[src/rtl/rx_byte_fifo_pkg.sv]
// Shared UART constants: byte width and default FIFO depth exponent, used by
// both the receive and transmit paths.
package rx_byte_fifo_pkg;
    localparam int UART_BW = 8;
    localparam int FIFO_AW = 4;
endpackage

[src/rtl/fifo_mem.sv]
// Simple dual-port register array: one synchronous write port and one
// asynchronous read port. Contents are not reset.
module fifo_mem
    import rx_byte_fifo_pkg::*;
#(
    parameter int DW = UART_BW,
    parameter int AW = FIFO_AW
) (
    input  logic          clk,
    input  logic          we,
    input  logic [AW-1:0] waddr,
    input  logic [DW-1:0] wdata,
    input  logic [AW-1:0] raddr,
    output logic [DW-1:0] rdata
);
    logic [DW-1:0] mem_q [2**AW];

    always_ff @(posedge clk) begin
        if (we) begin
            mem_q[waddr] <= wdata;
        end
    end

    assign rdata = mem_q[raddr];
endmodule

[src/rtl/rx_byte_fifo.sv]
// First-word-fall-through byte FIFO behind the UART receiver. The receiver is
// never stalled; bytes arriving while full are dropped and flagged.
module rx_byte_fifo
    import rx_byte_fifo_pkg::*;
#(
    parameter int BW        = UART_BW,
    parameter int AW        = FIFO_AW,
    parameter int AFULL_LVL = (2**AW) - 2
) (
    input  logic          clk,
    input  logic          i_reset_n,
    input  logic          in_valid,
    input  logic [BW-1:0] in_data,
    output logic          out_valid,
    output logic [BW-1:0] out_data,
    input  logic          out_ready,
    output logic [AW:0]   o_count,
    output logic          o_full,
    output logic          o_empty,
    output logic          o_afull,
    output logic          o_overflow,
    input  logic          i_clear_ovf
);
    localparam int          DEPTH   = 2**AW;
    localparam logic [AW:0] DEPTH_C = DEPTH[AW:0];
    localparam logic [AW:0] AFULL_C = AFULL_LVL[AW:0];

    logic [AW-1:0] wr_ptr_q, wr_ptr_d;
    logic [AW-1:0] rd_ptr_q, rd_ptr_d;
    logic [AW:0]   count_q, count_d;
    logic          full_q, full_d;
    logic          empty_q, empty_d;
    logic          afull_q, afull_d;
    logic          ovf_q, ovf_d;
    logic          push, pop, drop;
    logic [BW-1:0] rd_data;

    always_comb begin
        pop      = ~empty_q & out_ready;
        // A pop frees the slot in the same cycle, so a full FIFO still accepts.
        push     = in_valid & (~full_q | pop);
        drop     = in_valid & ~push;
        wr_ptr_d = push ? wr_ptr_q + 1'b1 : wr_ptr_q;
        rd_ptr_d = pop  ? rd_ptr_q + 1'b1 : rd_ptr_q;
        case ({push, pop})
            2'b10:   count_d = count_q + 1'b1;
            2'b01:   count_d = count_q - 1'b1;
            default: count_d = count_q;
        endcase
        full_d  = (count_d == DEPTH_C);
        empty_d = (count_d == '0);
        afull_d = (count_d >= AFULL_C);
        // A new drop outranks a clear in the same cycle.
        if (drop) begin
            ovf_d = 1'b1;
        end else if (i_clear_ovf) begin
            ovf_d = 1'b0;
        end else begin
            ovf_d = ovf_q;
        end
    end

    always_ff @(posedge clk or negedge i_reset_n) begin
        if (!i_reset_n) begin
            wr_ptr_q <= '0;
            rd_ptr_q <= '0;
            count_q  <= '0;
            full_q   <= 1'b0;
            empty_q  <= 1'b1;
            afull_q  <= 1'b0;
            ovf_q    <= 1'b0;
        end else begin
            wr_ptr_q <= wr_ptr_d;
            rd_ptr_q <= rd_ptr_d;
            count_q  <= count_d;
            full_q   <= full_d;
            empty_q  <= empty_d;
            afull_q  <= afull_d;
            ovf_q    <= ovf_d;
        end
    end

    fifo_mem #(
        .DW (BW),
        .AW (AW)
    ) u_mem (
        .clk   (clk),
        .we    (push),
        .waddr (wr_ptr_q),
        .wdata (in_data),
        .raddr (rd_ptr_q),
        .rdata (rd_data)
    );

    // Head is masked while empty so out_data reads 0 out of reset.
    assign out_data   = empty_q ? '0 : rd_data;
    assign out_valid  = ~empty_q;
    assign o_count    = count_q;
    assign o_full     = full_q;
    assign o_empty    = empty_q;
    assign o_afull    = afull_q;
    assign o_overflow = ovf_q;
endmodule

[config.mk]
export PLATFORM = sky130hd
export DESIGN_NAME = rx_byte_fifo
export DESIGN_NICKNAME = d
export VERILOG_FILES = /design/src/rtl/rx_byte_fifo_pkg.sv /design/src/rtl/fifo_mem.sv /design/src/rtl/rx_byte_fifo.sv
export SDC_FILE = /design/constraint.sdc
export NUM_CORES = 1
export LEC_CHECK = 0
export BUFFER_PORTS_ARGS = -buffer_cell sky130_fd_sc_hd__buf_2
export CAP_MARGIN = 20
export CORE_MARGIN = 5
export CORE_UTILIZATION = 50
export CTS_BUF_LIST = sky130_fd_sc_hd__clkbuf_8 sky130_fd_sc_hd__clkbuf_16
export DETAILED_ROUTE_END_ITERATION = 12
export PLACE_DENSITY = 0.67
export SYNTH_ARGS = -nofsm -noshare
export SYNTH_HDL_FRONTEND = slang
export SYNTH_SLANG_ARGS = --single-unit
[constraint.sdc]
create_clock -name clk -period 7.9 [get_ports clk]
set_clock_uncertainty 0.2 [all_clocks]
set_input_delay 1.58 -clock clk [delete_from_list [all_inputs] [get_ports clk]]
set_output_delay 1.58 -clock clk [all_outputs]
set_load 0.03 [all_outputs]
# Yosys cells after proc, flatten, opt, wreduce, memory -nomap -nowiden
# Memory sizes are Yosys's and may differ from the RTL's.
# Cells that the tools add are included.
# classes
n_addsub,4
n_mul,0
div_mod_pow,0
n_lt_le_gt_ge,1
eq_ne,3
shifts,0
mux,6
bitwise,7
reduce_logical,2
# ops
operator,count
5-bit case mux with 2 select lines,1
4-bit by 1-bit adder with 4-bit output (second input constant),2
8-bit two-way mux,1
5-bit by 1-bit adder with 5-bit output (second input constant),1
5-bit == test (second input constant),1
5-bit by 4-bit greater-or-equal comparator with 1-bit output (second input constant),1
5-bit logical NOT,1
5-bit by 1-bit subtractor with 5-bit output (second input constant),1
1-bit two-way mux,4
1-bit AND,3
1-bit NOT,3
2-bit by 1-bit == test with 1-bit output (second input constant),1
2-bit == test (second input constant),1
2-bit nonzero test,1
1-bit bitwise OR,1
# word_totals
reg_bits,17
latchBits,0
ramBits,128
rom_bits,0
in_bits,13
out_inout_bits,18
wordCells,31
memories,1
# memory_table
name,depth,width,read_ports,rd_ports_with_merged_regs,wr,line,rtl
u_mem.mem_q,16,8,1,0,1,fifo_mem.sv:16,logic [DW-1:0] mem_q [2**AW];

# Depth between registers and ports, before layout
# depth
depth_word,7
depth_mapped,12
mapped_depth_nobuf,11

# Hierarchy
# Synthesis repeated with hierarchy kept, for this count alone.
# unflattened
cells_unflattened,312
hier_area_um2,5940.7
# modules_own_cells
mod,instances,cells_each,area_per_inst_um2,seq_area_each_um2
fifo_mem,1,221,4987.3,3843.7
rx_byte_fifo,1,91,953.4,426.7

# Least setup slack after synthesis
# No wires, ideal clock.
# synth_path
kind,input-to-reg
start,input port out_ready
end,"register full_q, in the netlist o_full"
setup_time_ps,88
arrival_ps,3638
required_ps,7612
slack_ps,3974
stages,12
n_path_buf,1
path_cell_list,nand2b_1 > a21boi_1 > inv_2 > ha_1 > clkbuf_1 > xor2_1 > ha_1 > or3b_1 > o2111ai_1 > a21oi_1 > xor2_1 > nor3b_1
# synth_via
elab_chain_cells,6
# synth_rtl
item,line,rtl
"start, declared",rx_byte_fifo.sv:16,"input logic out_ready,"
1-bit AND (*),rx_byte_fifo.sv:39,pop = ~empty_q & out_ready;
1-bit bitwise OR,rx_byte_fifo.sv:41,push = in_valid & (~full_q | pop);
1-bit AND,rx_byte_fifo.sv:41,
2-bit by 1-bit == test with 1-bit output / 2-bit == test (equally long branches),rx_byte_fifo.sv:45,"case ({push, pop})"
5-bit case mux with 2 select lines (*),rx_byte_fifo.sv:45,
named net count_d[4],rx_byte_fifo.sv:30,"logic [AW:0] count_q, count_d;"
5-bit == test (*),rx_byte_fifo.sv:50,full_d = (count_d == DEPTH_C);
named net full_d,rx_byte_fifo.sv:31,"logic full_q, full_d;"
"end signal, assigned",rx_byte_fifo.sv:76,full_q <= full_d;
"end, declared",rx_byte_fifo.sv:31,
# The timed path passes the listed nets; every way through them passes the cells marked *.
# A chain may end at the register's enable or synchronous reset.

# Worst setup path after layout
# layout_path
start,register rd_ptr_q[0]
end,output port out_data[0]
# layout_via
elab_chain_cells,2
# layout_rtl
item,line,rtl
"start, declared",rx_byte_fifo.sv:29,"logic [AW-1:0] rd_ptr_q, rd_ptr_d;"
"start signal, assigned",rx_byte_fifo.sv:74,rd_ptr_q <= rd_ptr_d;
memory read 16 x 8 bit,n/a,
8-bit two-way mux,rx_byte_fifo.sv:96,assign out_data = empty_q ? '0 : rd_data;
"end, declared",rx_byte_fifo.sv:15,"output logic [BW-1:0] out_data,"
# No other way between the ends.

==> out/metrics.yaml <==
clocking:
  ctsLongestPathBuffers: 2
  clock-sinks: 145
  post_cts.resized_instances: 0
  h_tree_levels: 4
  post-cts-setup-buffers: 0
  clockRootBuffer: "clkbuf_16"
  clk_pin_slew_ns: 0.05
  tritoncts_clock_tree: "done"
  hold_fix_buffers_at_cts: 0
  cts_made_buffers: 17
  insertion_delay_ns: 0.41
synth:
  synth-seq-area-share_pct: 70.93
  synth.distinct_cells: 39
  synthesized_area_divided_by_synthesized_cell_count_um2: 20.27
  synth-main-ff-cell: "edfxtp_1"
  netlist_area_um2: 6021
  synth_cells: 297
  synth_edf_count: 128
  synthesis.yosys.warnings: 0
  yosys_register_bits: 145
  synthArstFlopShare_pct: 11.72
  synth_nets: 318
finish:
  nNetsFinal: 354
  layout.area.seq_um2: 4273
  ratio_of_cells_with_drive_above_1_in_the_final_layout_pct: 23.99
  layout_commonest_cell: "edfxtp_1"
  most-common-layout-cells: "edfxtp_1 (128), buf_2 (30), mux4_1 (21), and2_1 (21), mux4_2 (19)"
  antenna_cells_inserted: 0
  fill_cells: 896
  multi_input_area_um2: 1612
  synthToLayoutAreaGrowth_pct: 14.07
placement:
  gp_congestion: 0.7587
  setup_ws_pre_cts_ns: 3.225
  dp_hpwl_um: 6739
  port_buffers: 30
critical_path:
  crit_family: "multiplexers"
  critical_path.slowest_cell: "dfrtp_2"
  crit_buf_inv: 2
  critical_path.endpoint_type: "primary output"
  crit_required_ns: 6.12
  crit_chain: "buf_12 -> mux4_1 -> mux4_2 -> and2_1 -> buf_2"
  critPathArrivalTime_ns: 2.75
  critical_path_startpoint_category: "register"
  path_max_fanout: 25
  timing.setup.critical_path_class: "reg -> out"
  cp_max_stage_delay_ns: 0.61
sta:
  final_period_minus_worst_setup_slack_ns: 4.534
  timing.max_slew.rel_slack_pct: 41.41
  final_hold_violation_count: 0
  rsz0062_at_grt: "false"
  finalSetupViolCount: 0
  layout_setup_ws_ns: 3.366
  fmaxAchievable_ghz: 0.2205
  period_share_pct: 57.40
  tightestPinTransition_ns: 0.8788
  timing.final.max_slew_violations: 0
  fin_setup_tns_ns: 0
global_route:
  grt_overflow: 0
  grt_pass1_wl_um: 17840
  number_of_antenna_violations_at_the_first_check_in_global_routing: 0
  vias_in_the_first_global_route: 3023
  grt_use_total_pct: 17.50
  grt_start_max_net_pins: 36
routing:
  routedWlPerCell_um: 23.09
  drt_pass1_iterations: 5
  drc: 0
  via_per_inst: 5.832
  first_iter_violations: 306
  ant_nets: 0
  totalWireLength_um: 11380
  route.vias.total: 2875
power_and_ir_drop:
  vdd_drop_max_v: 0.0002652
  power_mw: 2.683
  power.static_leakage_nw: 2.404
  power_density_nw_per_um2: 390.6
die:
  die_y_um: 119.7
  initial_utilization_pct: 50.55
  fp.dieArea_um2: 14340
  design.portCount: 31
  die_x_um: 119.7
  core_region_area_um2: 11910
  row_count: 40
run:
  drv_cap: 0
outcome:
  status: "finished clean"
min_path:
  min-delay-path-class: "reg -> reg"
[per-layer routing]
layer	routed length [um]	GRT usage, %	up-vias
li1	-	-	1291
met1	4731	23.40	1502
met2	5967	27.44	76
met3	583	5.278	6
met4	99	6.442	0
met5	0	0	-
[registers in the layout, indices dropped and copies added (netlist names)]
name and flops:
u_mem.mem_q 128, o_count 5, rd_ptr_q 4, wr_ptr_q 4, o_afull 1, o_empty 1
o_full 1, o_overflow 1
[kinds of logic after synthesis]
family | synth area share (%)
buffers and inverters | 2.307
DFF | 70.93
xor gates and xnor gates | 1.600
muxes | 16.46
and+or+nand+nor | 5.341
AOI/OAI and AO/OA | 1.704
adders and majority gates | 1.663
[Yosys cell counts (2+ instances only)]
cell | n | area [um^2]
nand2_1 | 9 | 33.78
nand4_1 | 2 | 12.51
nor3_1 | 2 | 10.01
and2_1 | 21 | 131.4
inv_1 | 7 | 26.28
buf_4 | 2 | 15.01
dfrtp_1 | 16 | 400.4
and4_1 | 4 | 35.03
nand3_1 | 3 | 15.01
nand2b_1 | 3 | 18.77
xnor2_1 | 9 | 78.83
a21oi_1 | 4 | 20.02
buf_8 | 3 | 45.04
xor2_1 | 2 | 17.52
edfxtp_1 | 128 | 3844
mux4_2 | 19 | 427.9
buf_6 | 2 | 22.52
o21ai_1 | 2 | 10.01
nor2_1 | 5 | 18.77
nor3b_1 | 2 | 15.01
ha_1 | 8 | 100.1
clkbuf_1 | 7 | 26.28
mux4_1 | 21 | 551.8
[layout make-up]
class,instances,area share (%)
clock inverters,15,2.532
multi-input cells,130,23.47
flip-flops and latches,145,62.22
repair buffers,31,2.478
well taps,147,2.678
clock buffers,17,6.194
inverters,8,0.4372
[tightest hold or removal path, cell delays in order (launching register included)]
cell and delay, ns:
dfrtp_1 0.37, inv_1 0.05, o21ai_0 0.06
[report_power, final]
part | internal [mW] | leakage (nW) | switching, mW | total, mW
Clock | 0.519 | 0.294 | 0.284 | 0.803
Combinational | 0.377 | 0.754 | 0.419 | 0.797
Sequential | 0.944 | 1.36 | 0.139 | 1.08
[stage by stage]
step	std cells	instance area (um^2)	hold slack (ns)	utilization [%]
floorplan	297	6021	0.3285	-
global placement	460	6248	0.3103	52.46
detailed placement	460	6248	0.3192	52.46
CTS	492	6848	0.3291	57.49
global route	493	6868	0.3447	57.66
finish	493	6868	0.3213	57.66
[final timing paths]
| path | from | to | slack, ns | cells past startpoint |
|---|---|---|---|---|
| worst min-delay path | o_overflow$_DFFE_PN0P_ | o_overflow$_DFFE_PN0P_ | 0.32 | 2 |
| min in group asynchronous | i_reset_n | rd_ptr_q[1]$_DFFE_PN0P_ | 0.88 | 1 |
| max in group asynchronous | i_reset_n | o_empty$_DFF_PN1_ | 6.30 | 1 |
| worst max-delay path | rd_ptr_q[0]$_DFFE_PN0P_ | out_data[0] | 3.37 | 5 |
| worst max register to register | o_empty$_DFF_PN1_ | o_full$_DFF_PN0_ | 4.42 | 11 |
| worst min register to register | o_overflow$_DFFE_PN0P_ | o_overflow$_DFFE_PN0P_ | 0.32 | 2 |
(Power assumes the default switching activity.)
